### src/rtl/params_pkg.sv
// Shared fixed-point types and LMS adaptation definitions for the adaptive FIR.
package params_pkg;

  localparam int TAP_COUNT         = 16;
  localparam int LEARNING_RATE_Q   = 164;
  localparam int ADAPT_THRESHOLD_Q = 1638;

  typedef logic signed [15:0] fxp_t;
  typedef logic signed [15:0] coeff_t;
  typedef logic signed [31:0] acc_t;
  typedef logic [$clog2(TAP_COUNT)-1:0] tap_idx_t;

  typedef enum logic [2:0] {
    IDLE    = 3'd0,
    MU_CALC = 3'd1,
    SWEEP   = 3'd2,
    DRAIN   = 3'd3,
    DONE    = 3'd4
  } lms_state_t;

  // Clamp a 17-bit signed sum into the Q1.15 coefficient range.
  function automatic coeff_t sat16(input logic signed [16:0] v);
    coeff_t r;
    if (v > 17'sh07FFF) begin
      r = 16'sh7FFF;
    end else if (v < 17'sh18000) begin
      r = 16'sh8000;
    end else begin
      r = v[15:0];
    end
    return r;
  endfunction

endpackage

### src/rtl/lms_tap_update.sv
// Combinational per-tap LMS update: rounded mu_err*x delta, optional leak, Q1.15 saturation.
// Leakage is compiled in only when LMS_LEAKAGE_EN is defined.
module lms_tap_update
  import params_pkg::*;
#(
  parameter int LEAK_SHIFT = 10
) (
  input  logic signed [15:0] mu_err_i,
  input  logic signed [15:0] coef_i,
  input  logic signed [15:0] hist_i,
  output logic signed [15:0] new_coef_o
);

  acc_t               prod_s;
  logic signed [16:0] delta_s;
  logic signed [16:0] sum_s;

  // Rounded product, leak-adjusted sum and clamp for one tap.
  always_comb begin
    prod_s  = acc_t'(mu_err_i) * acc_t'(hist_i);
    delta_s = 17'((prod_s + 32'sd16384) >>> 15);
`ifdef LMS_LEAKAGE_EN
    sum_s   = 17'(coef_i) - 17'(coef_i >>> LEAK_SHIFT) + delta_s;
`else
    sum_s   = 17'(coef_i) + delta_s;
`endif
    new_coef_o = sat16(sum_s);
  end

endmodule

### src/rtl/lms_update_sequencer.sv
// LMS coefficient adaptation sequencer: threshold test, mu*err, one read/update/write sweep of all taps.
// Optional leakage on every written tap is enabled by defining LMS_LEAKAGE_EN.
module lms_update_sequencer
  import params_pkg::*;
#(
  parameter int TAP_COUNT  = params_pkg::TAP_COUNT,
  parameter int MU_Q       = LEARNING_RATE_Q,
  parameter int THRESH_Q   = ADAPT_THRESHOLD_Q,
  parameter int LEAK_SHIFT = 10
) (
  input  logic                         clk,
  input  logic                         rst,
  input  logic                         err_valid,
  output logic                         err_ready,
  input  logic signed [15:0]           err_in,
  input  logic                         freeze,
  output logic [$clog2(TAP_COUNT)-1:0] rd_addr,
  input  logic signed [15:0]           coef_rd_data,
  input  logic signed [15:0]           hist_rd_data,
  output logic                         coef_wr_en,
  output logic [$clog2(TAP_COUNT)-1:0] coef_wr_addr,
  output logic signed [15:0]           coef_wr_data,
  output logic                         busy,
  output logic                         update_done,
  output logic                         skipped
);

  localparam int              IDX_W    = $clog2(TAP_COUNT);
  localparam logic [IDX_W-1:0] LAST_IDX = IDX_W'(TAP_COUNT - 1);

  lms_state_t         state_q, state_d;
  fxp_t               err_q, err_d;
  coeff_t             mu_err_q, mu_err_d;
  logic [IDX_W-1:0]   idx_q, idx_d;
  logic               done_q, done_d;
  logic               skip_q, skip_d;
  logic               rd_vld_q;
  logic [IDX_W-1:0]   rd_idx_q;
  logic               wr_en_q;
  logic [IDX_W-1:0]   wr_addr_q;
  coeff_t             wr_data_q;

  fxp_t               abs_s;
  logic               adapt_s;
  coeff_t             mu_calc_s;
  coeff_t             new_coef_s;
  logic               accept_s;

  // The done_q term keeps err_ready low during the update_done cycle that follows IDLE entry.
  assign err_ready    = (state_q == IDLE) && !freeze && !done_q;
  assign accept_s     = err_valid && err_ready;
  assign busy         = ((state_q == MU_CALC) && adapt_s) || (state_q == SWEEP) ||
                        (state_q == DRAIN) || (state_q == DONE);
  assign rd_addr      = idx_q;
  assign coef_wr_en   = wr_en_q;
  assign coef_wr_addr = wr_addr_q;
  assign coef_wr_data = wr_data_q;
  assign update_done  = done_q;
  assign skipped      = skip_q;

  // Error magnitude with -32768 folded to 32767, threshold test and scaled step.
  always_comb begin
    if (err_q == 16'sh8000) begin
      abs_s = 16'sh7FFF;
    end else if (err_q[15]) begin
      abs_s = -err_q;
    end else begin
      abs_s = err_q;
    end
    adapt_s   = (abs_s >= fxp_t'(THRESH_Q));
    mu_calc_s = sat16(17'((acc_t'(MU_Q) * acc_t'(err_q) + 32'sd16384) >>> 15));
  end

  lms_tap_update #(
    .LEAK_SHIFT (LEAK_SHIFT)
  ) u_tap_update (
    .mu_err_i   (mu_err_q),
    .coef_i     (coef_rd_data),
    .hist_i     (hist_rd_data),
    .new_coef_o (new_coef_s)
  );

  // Next-state and control decode.
  always_comb begin
    state_d  = state_q;
    err_d    = err_q;
    mu_err_d = mu_err_q;
    idx_d    = idx_q;
    done_d   = 1'b0;
    skip_d   = 1'b0;
    case (state_q)
      IDLE: begin
        if (accept_s) begin
          err_d   = err_in;
          state_d = MU_CALC;
        end else begin
          state_d = IDLE;
        end
      end
      MU_CALC: begin
        if (adapt_s) begin
          mu_err_d = mu_calc_s;
          idx_d    = '0;
          state_d  = SWEEP;
        end else begin
          done_d  = 1'b1;
          skip_d  = 1'b1;
          state_d = IDLE;
        end
      end
      SWEEP: begin
        if (idx_q == LAST_IDX) begin
          idx_d   = '0;
          state_d = DRAIN;
        end else begin
          idx_d   = idx_q + IDX_W'(1);
        end
      end
      DRAIN: state_d = DONE;
      DONE: begin
        done_d  = 1'b1;
        state_d = IDLE;
      end
      default: begin
        idx_d   = '0;
        state_d = IDLE;
      end
    endcase
  end

  // State, sample registers and the read-to-write pipeline.
  always_ff @(posedge clk or posedge rst) begin
    if (rst) begin
      state_q   <= IDLE;
      err_q     <= 16'sd0;
      mu_err_q  <= 16'sd0;
      idx_q     <= '0;
      done_q    <= 1'b0;
      skip_q    <= 1'b0;
      rd_vld_q  <= 1'b0;
      rd_idx_q  <= '0;
      wr_en_q   <= 1'b0;
      wr_addr_q <= '0;
      wr_data_q <= 16'sd0;
    end else begin
      state_q   <= state_d;
      err_q     <= err_d;
      mu_err_q  <= mu_err_d;
      idx_q     <= idx_d;
      done_q    <= done_d;
      skip_q    <= skip_d;
      rd_vld_q  <= (state_q == SWEEP);
      rd_idx_q  <= idx_q;
      wr_en_q   <= rd_vld_q;
      if (rd_vld_q) begin
        wr_addr_q <= rd_idx_q;
        wr_data_q <= new_coef_s;
      end
    end
  end

endmodule
### config.mk
export PLATFORM = sky130hd
export DESIGN_NAME = lms_update_sequencer
export DESIGN_NICKNAME = d
export VERILOG_FILES = /design/src/rtl/params_pkg.sv /design/src/rtl/lms_tap_update.sv /design/src/rtl/lms_update_sequencer.sv
export SDC_FILE = /design/constraint.sdc
export NUM_CORES = 1
export LEC_CHECK = 0
export CORE_MARGIN = 1
export CORE_UTILIZATION = 51
export CTS_BUF_LIST = sky130_fd_sc_hd__clkbuf_4 sky130_fd_sc_hd__clkbuf_8 sky130_fd_sc_hd__clkbuf_16
export DETAILED_ROUTE_END_ITERATION = 8
export GPL_TIMING_DRIVEN = 1
export PLACE_DENSITY = 0.8
export RECOVER_POWER = 25
export SYNTH_ARGS = -nofsm -noshare
export SYNTH_HDL_FRONTEND = slang
export SYNTH_SLANG_ARGS = --single-unit
export TNS_END_PERCENT = 10
### constraint.sdc
create_clock -name clk -period 8.3 [get_ports clk]
set_input_delay 1.66 -clock clk [delete_from_list [all_inputs] [get_ports clk]]
set_output_delay 1.66 -clock clk [all_outputs]
set_load 0.01 [all_outputs]
; ---- After elaboration in Yosys (flattened, before gate mapping)
; Index checks and enable logic that the tools add are counted.
[word_totals]
in_bits = 52
elab_cells = 62
regBits = 67
output_inout_bits = 29
[op_classes]
bitwise = 1
magnitude_cmp = 5
multipliers = 2
n_reduce_logical = 14
addsub = 5
muxes = 16
n_eq_ne = 8
[ops]
columns = cell, count
row1 = 2-to-1 mux 16 bit, 6
row2 = "adder 32 x 16 -> 32 bit, second input constant", 1
row3 = multiplier 16 x 16 -> 32 bit, 1
row4 = "adder 25 x 16 -> 26 bit, second input constant", 1
row5 = "multiplier 7 x 16 -> 23 bit, first input constant", 1
row6 = adder 16 x 17 -> 17 bit, 1
row7 = "> comparator 17 x 16 -> 1 bit, second input constant", 1
row8 = "< comparator 17 x 16 -> 1 bit, second input constant", 1
row9 = "equality test 16 bit, second input constant", 1
row10 = "greater-or-equal comparator 16 x 12 -> 1 bit, second input constant", 1
row11 = "> comparator 11 x 16 -> 1 bit, second input constant", 1
row12 = "< comparator 11 x 16 -> 1 bit, second input constant", 1
row13 = negator 16 bit, 1
row14 = one-hot mux 3 bit (4 select lines), 1
row15 = one-hot mux 4 bit (3 select lines), 1
row16 = 2-to-1 mux 4 bit, 2
row17 = "equality test 3 x 2 -> 1 bit, second input constant", 2
row18 = AND reduction 2 bit, 3
row19 = "adder 4 x 1 -> 4 bit, second input constant", 1
row20 = "equality test 4 bit, second input constant", 1
row21 = logical AND 1 bit, 4
row22 = "inequality test 2 bit, second input constant", 2
row23 = "equality test 3 x 1 -> 1 bit, second input constant", 1
row24 = "equality test 3 bit, second input constant", 1
row25 = 9 further kinds, 14

; ---- Depth between registers and ports, before layout
[depth]
ltp_word = 8
ltp_mapped = 35
ltp_nobuf = 33

; ---- Cells and area by module
; From an unflattened synthesis, not the netlist that was laid out.
[hier_totals]
hier_cells = 1664
hier_area_um2 = 15323.4
[by_module_without_submodules]
columns = module, n_inst, seq_area_each_um2, area_each_um2, cells_each
row1 = lms_tap_update, 1, 0.0, 10357.4, 1157
row2 = lms_update_sequencer, 1, 1576.5, 4966.0, 507

; ---- Least setup slack after synthesis
; OpenSTA, ideal clock, no wires.
[synth_timing]
path_kind = input -> register
startpoint = input port hist_rd_data[3]
endpoint = register wr_data_q[11], in the netlist coef_wr_data[11]
path_stages = 30
path_buffers = 2
t_arrival_ns = 8.938
slack_ns = -0.710
required_ns = 8.228
setup_time_ns = 0.072
cell_sequence = clkbuf_1 and2_1 fa_1 inv_1 fa_1 inv_1 fa_1 fa_1 fa_1 inv_1 fa_1 inv_1 ha_1 a21o_1 a21o_1 a21oi_1 o21ai_0 nor2_1 nand2_1 a31oi_1 xnor2_1 ha_1 and2_1 o21ai_0 o31ai_1 or3_1 buf_6 a2111oi_4 a221oi_1 nand3_1
[synth_between]
elab_chain_len = 6
word_cells_on_any_way = 7
cone_classes = add/sub: 2 / mul: 1 / order compare: 2 / mux: 2
[synth_lines]
columns = element, line_no
row1 = from (decl), lms_update_sequencer.sv:19  ; input logic signed [15:0] hist_rd_data,
row2 = multiplier 16 x 16 -> 32 bit *, lms_tap_update.sv:20  ; prod_s = acc_t'(mu_err_i) * acc_t'(hist_i);
row3 = adder 32 x 16 -> 32 bit *, lms_tap_update.sv:21  ; delta_s = 17'((prod_s + 32'sd16384) >>> 15);
row4 = adder 16 x 17 -> 17 bit *, lms_tap_update.sv:25  ; sum_s = 17'(coef_i) + delta_s;
row5 = < comparator 17 x 16 -> 1 bit, params_pkg.sv:26  ; end else if (v < 17'sh18000) begin
row6 = 2-to-1 mux 16 bit, params_pkg.sv:26
row7 = 2-to-1 mux 16 bit *, params_pkg.sv:24  ; if (v > 17'sh07FFF) begin
row8 = to (signal assigned), lms_update_sequencer.sv:157  ; wr_data_q <= new_coef_s;
row9 = to (decl), lms_update_sequencer.sv:41  ; coeff_t wr_data_q;
; Mark *: on every way between the ends. The rest lies on a longest branch, timed or not.
; A chain may end at the register's enable or synchronous reset.

; ---- Worst setup path after layout
[layout_timing]
startpoint = input port hist_rd_data[4]
endpoint = register wr_data_q[6], in the netlist coef_wr_data[6]
; The elaborated chain is that of the path after synthesis.

==> metrics <==
compound-cell area share of the yosys netlist 9.49%; Critical Path RT 8520 ps; worst hold stages 1; CTS sink cnt 63; CP bufs+invs 11; cells on worst reg2reg path 29; Avg Inst Size Synth 9.33 um2; number of antenna diodes 0; setup slack after layout -1000 ps; Rows 61; Worst-path clk slew 70 ps; Post-DP Area 17300 um2; Yosys Warn Count 0; Post-Synth Simple-Gate Area 14.4%; PortBufs 80; unrepaired setup endpoints after global routing yes; hold_sp rd_idx_q[2]; kind of critical path in -> reg; Max Cap Viol 1; # setup viols final 16; Final Max Slew Viols 64; Max-Slew Margin vs Limit -134%; Crit Path Max Fanout 5; WP data arrival 9520 ps; H-Tree Depth 3; Tightest Pin Transition 3500 ps; final period utilization 112%; sequential share of the synthesized area 10.7%; min cycle time layout 9300 ps; fraction of registers with async set/reset 100%; Die ar. 29500 um2; WHS Endpoint coef_wr_addr[2]; endpoint type of the worst setup path flop; Area Growth Syn to Fin 25.8%; Post-Synth XOR/XNOR Area 3.66%; DRC 0; CTS tree yes; clk buf depth 2; final hold violations 0; Post-synth EDFFs 0; Die W 172 um; post-DP HPWL 29.3 mm; starting density of the core 52.3%; die height 172 um; DRT antenna net count 0; Core Region 28100 um2; root buf cell clkbuf_16; mapped cell area 14700 um2; Distinct cells, synth 82; top cells by area, synth fa_1 36%, ha_1 13%, dfrtp_1 11%; CTS buffer count 9; global route total overflow 0; vias in the first global route 13600; Clock Latency Late Sink 350 ps; Min-Delay Path Class reg -> reg; I/O pins 81; crit path max-delay cell type fa_1; layout cell share with drive strength beyond 1 21.9%; largest net degree at the start of global routing 64; top cell type's share of synthesized area 36.4%; initial DRC count 796; Worst Setup SP hist_rd_data[4]; Synth area leader fa_1; Mapped Nets 2040; startpoint class of the critical path primary input; via count 12500; Post-Synth Adder-Cell Area 49.0%; gr usage total 28.4%; initial antenna violation count 0; first-pass GRT wire length 65.4 mm; Vias/cell 5.66; outcome finished with violations; delay-heaviest family, CP adder cells; Max Freq 107 MHz; reg-to-reg startpoint mu_err_q[14]; Nets 2300; largest family of logic cells by synthesized area adder cells; multiplexer share of the synthesized area 1.82%; Primary FF master, synth dfrtp_1; Yosys reg bits 63; R2R setup slack -170 ps; critical path's largest stage delay 600 ps; WL final 41.3 mm; RR Endpoint coef_wr_data[6]; cell count after synthesis 1574; fillers 2021; Final Skew 10.2 ps; Final Cell Area 18500 um2; GPL Wtd Cong 0.876; failing checks max-capacitance violations, max-slew violations, negative setup slack; Post-CTS Hold Buffers 0; DR pass1 iterations 7; Avg WL per Cell 18.6 um
synth_stat cells (4+ instances only):
cell type	n
nor2b_1	9
and2_1	110
inv_1	375
nand2_1	122
o21bai_1	7
o21a_1	7
xor2_1	17
and3_1	6
nor4_1	4
xnor2_1	33
nand2b_1	13
a221oi_1	8
a211oi_1	8
a21o_1	10
a21oi_1	34
dfrtp_1	63
nand4_1	10
fa_1	267
or2_2	4
nor3_1	24
o21ai_1	14
nand3_1	21
o21ai_0	24
o211ai_1	6
nor2_1	60
nor3_2	5
a211o_1	5
mux2_2	21
a32oi_1	6
clkbuf_1	40
ha_1	147
a31oi_1	9
or3_1	5
cell usage in the layout (no fill, tap or decap), drive strengths merged, types with 5 or more instances in the layout:
cell type,n
inv,376
fa,267
buf,219
ha,147
nand2,122
and2,110
clkdlybuf4s50,64
dfrtp,63
nor2,60
o21ai,40
xnor2,35
a21oi,34
nor3,29
mux2,22
nand3,21
xor2,17
nand2b,13
nand4,11
clkbuf,11
a21o,10
a31oi,10
nor2b,9
a211oi,9
a221oi,9
o21a,7
o21bai,7
o211ai,7
and3,7
nor4,7
a32oi,6
a2111oi,6
a211o,5
or3,5
o31ai,5
sequential cells by signal (all words and copies together), names as in the netlist:
signal and count:
err_q 16, update_done 1, mu_err_q 12, state_q 3, coef_wr_en 1, rd_idx_q 4
rd_addr 4, skipped 1, coef_wr_data 16, coef_wr_addr 4, rd_vld_q 1
layer usage:
layer	wire length [um]	vias up	share of wire, %	global-route usage [%]
li1	-	5464	-	-
met1	15200	6265	37	33.7
met2	21000	608	51	50.3
met3	2740	203	6.6	4.00
met4	2340	0	5.7	14.2
met5	0	-	0	0
worst max path at each step:
stage	endpoint	slack (ps)	cells after the start
finish	coef_wr_data[6]	-1000	32
global route	coef_wr_data[6]	-1190	35
CTS	coef_wr_data[6]	-590	33
detailed placement	coef_wr_data[1]	-1690	29
global placement	coef_wr_data[6]	-1390	30
floorplan	coef_wr_data[6]	-510	30
cells by family (layout without fill, tap and decap cells):
logic type | after synthesis | after routing
muxes | 24 | 24
DFF | 63 | 63
and+or+nand+nor | 408 | 408
adders and majority gates | 415 | 415
xor gates and xnor gates | 55 | 55
AOI/OAI and AO/OA | 187 | 187
buffers and inverters | 422 | 687
worst reg2reg max path: cells and delay by family (launching register included):
kind,cells,cell delay [ps]
buf+inv,6,800
fa+ha+maj,8,3720
flops,1,770
xor+xnor,1,150
compound gates,6,1360
simple gates,8,1520
timing repair:
item                                    4_1_cts  5_1_grt
pin swaps                                    59       63
buffers inserted                             18       13
hold endpoints to repair                      0        0
gates cloned                                  6        0
resized for setup                           120       52
endpoints found under the setup margin       16       16
final cells by class:
type | instances | area (um2) | area share (%)
clock buffers | 9 | 225 | 1.22
repair buffers | 295 | 2580 | 14.0
well taps | 378 | 473 | 2.56
flip-flops and latches | 63 | 1580 | 8.53
clock inverters | 7 | 128 | 0.690
inverters | 376 | 1420 | 7.66
multi-input cells | 1089 | 12100 | 65.4
metrics by stage:
| step | hold WS, ps | util [%] | TNS, ps | cells | setup slack [ps] |
|---|---|---|---|---|---|
| 2_1_floorplan | 454 | - | -6310 | 1574 | -515 |
| 3_3_place_gp | 459 | 61.6 | -21440 | 2164 | -1390 |
| 3_5_place_dp | 473 | 61.6 | -26050 | 2164 | -1690 |
| 4_1_cts | 494 | 64.7 | -8370 | 2204 | -589 |
| 5_1_grt | 508 | 65.8 | -17230 | 2217 | -1190 |
| 6_report | 488 | 65.8 | -13490 | 2217 | -1000 |
Power is not shown: default switching activity piles up to over one toggle a cycle in this logic, so the estimate is an artifact.
==> RTL change, RTL diff (config.mk and constraints unchanged) <==
`TAP_COUNT`: 16 -> 32.
--- a/src/rtl/params_pkg.sv
+++ b/src/rtl/params_pkg.sv
@@ -1,7 +1,7 @@
 // Shared fixed-point types and LMS adaptation definitions for the adaptive FIR.
 package params_pkg;
 
-  localparam int TAP_COUNT         = 16;
+  localparam int TAP_COUNT         = 32;
   localparam int LEARNING_RATE_Q   = 164;
   localparam int ADAPT_THRESHOLD_Q = 1638;
 
Ports: changed (resized coef_wr_addr and rd_addr); port bits go from 81 to 83. No check against the original RTL was run, so the function may have changed too.
==> RTL change against the original RTL <==
  * The flow still finishes with violations (max-capacitance violations, max-slew violations, negative setup slack)
  * Routed wire length down 15%
  * Synthesized area decreased by 1.2%
  * Sequential share of layout area up 0.81 points
  * Via count shrank 7.5%
  * Setup slack improved by 0.074 ns
  * Utilization is 2.3 points lower
  * Final cell count down 1.9%
  * Sequential cell count up 3
  * Final area fell by 4.3%
  * Fmax increased by 0.81%
  * Critical path type unchanged
  * Largest cell class unchanged
Power is left out: the tool's default activity adds up to more than one toggle a clock period on the data nets, which glitch-free logic cannot reach.
==> RTL change: results <==
set metrics [dict create \
    path_clk_slew_ns 0.07 \
    wire_per_inst_um 16.1 \
    violations "max-capacitance violations, max-slew violations, negative setup slack" \
    initialDrtViolationCount 686 \
    synth_common_cells "inv_1 (389), fa_1 (267), ha_1 (148), and2_1 (109), nand2_1 (104)" \
    grt_pass1_wl_mm 60.7 \
    setup_violations 16 \
    status "complete, but fails checks" \
    cap_violations 2 \
    grt_max_degree 67 \
    clock_tree.buffer_depth 2 \
    synth_edf_count 0 \
    yosysSeqAreaShare 0.114 \
    drive_above_1_share 0.177 \
    slew_violations 101 \
    routabilityCongestion 0.967 \
    synthArstFlopShare 1.00 \
    dr.pass1.iters 5 \
    fin_skew_ns 0.00966 \
    post_dp_cell_area_um2 17100 \
    worstMarginPinSlew_ns 3.74 \
    synth_most_common_cell "inv_1" \
    antenna_found_initial 1 \
    slowest_delay_ns 0.50 \
    slowest_stage "fa_1" \
    globalRouteTotalUtil 0.264 \
    synth-main-ff-cell "dfrtp_1" \
    synthTopCellsByArea "fa_1 (37%), ha_1 (13%), dfrtp_1 (11%)" \
    cts_buffers 9 \
    ctsHtreeMaxLevel 3 \
    hpwlAfterDp_mm 27.8 \
    fin_ws_ns -0.930 \
    vias 11600 \
    critPathArrivalTime_ns 9.47 \
    synth_cell_type_count 71 \
    grt_pass1_vias 13000 \
    yosys_warnings 0 \
    hp-class "reg2reg" \
    synth_nets 2017 \
    port_buffers 82 \
    cp_max_fo 5 \
    clk_latency_ns 0.36 \
    cts_root_buffer "clkbuf_16" \
    fin_nets 2257 \
]
RTL change: final timing paths:
check	startpoint	to	slack, ns	depth (start not counted)
min in group asynchronous	rst	coef_wr_data[7]$_DFFE_PP0P_	3.20	3
hold reg to reg	rd_idx_q[1]$_DFF_PP0_	coef_wr_addr[1]$_DFFE_PP0P_	0.47	1
setup / recovery	hist_rd_data[2]	coef_wr_data[14]$_DFFE_PP0P_	-0.93	33
max in group asynchronous	rst	err_q[12]$_DFFE_PP0P_	3.00	3
hold / removal	rd_idx_q[1]$_DFF_PP0_	coef_wr_addr[1]$_DFFE_PP0P_	0.47	1
setup reg to reg	mu_err_q[14]$_DFFE_PP0P_	coef_wr_data[14]$_DFFE_PP0P_	-0.07	32
RTL change: cells by family (layout without fill, tap and decap cells):
logic type	Yosys count	count (layout)	synth area share
DFF	66	66	0.114
muxes	37	37	0.0285
buffers and inverters	434	679	0.114
other	0	1	0
and+or+nand+nor	349	349	0.125
adders and majority gates	415	415	0.496
xor gates and xnor gates	56	56	0.0338
AOI/OAI and AO/OA	193	193	0.0891
RTL change: cell type report:
type	count	area, um^2
tap	378	473
timing repair buffer	274	2270
clock inverter	6	95.1
multi-input combinational	1050	11500
inverter	389	1460
antenna	1	2.50
clock buffer	10	239
fill	2106	10200
sequential	66	1650
RTL change: worst max-delay path, delay by kind of cell:
family	cells	cell delay, ns
xor gates and xnor gates	2	0.33
AOI/OAI and AO/OA	12	2.73
and+or+nand+nor	3	0.40
adders and majority gates	8	3.43
buffers and inverters	8	0.90
RTL change: per-layer routing:
layer / GRT usage / up-vias / wire length, um
li1: - / 5286 / -
met5: 0 / - / 0
met1: 0.313 / 5822 / 13700
met4: 0.110 / 0 / 1400
met3: 0.0363 / 105 / 1840
met2: 0.476 / 381 / 18100
RTL change: repair_timing:
action / 4_1_cts / 5_1_grt
resized for setup: 75 / 9
pin swaps: 57 / 20
endpoints found under the hold margin: 0 / 0
setup buffers: 22 / 0
endpoints found under the setup margin: 16 / 16
RTL change: stage by stage:
step / setup TNS, ns / setup slack (ns) / util / instances
after global placement: -23.01 / -1.56 / 0.612 / 2135
after CTS: -12.10 / -0.885 / 0.635 / 2173
after floorplan: -12.46 / -0.811 / - / 1550
after detailed placement: -25.89 / -1.72 / 0.612 / 2135
final: -13.82 / -0.930 / 0.635 / 2174
after global routing: -17.81 / -1.18 / 0.635 / 2174
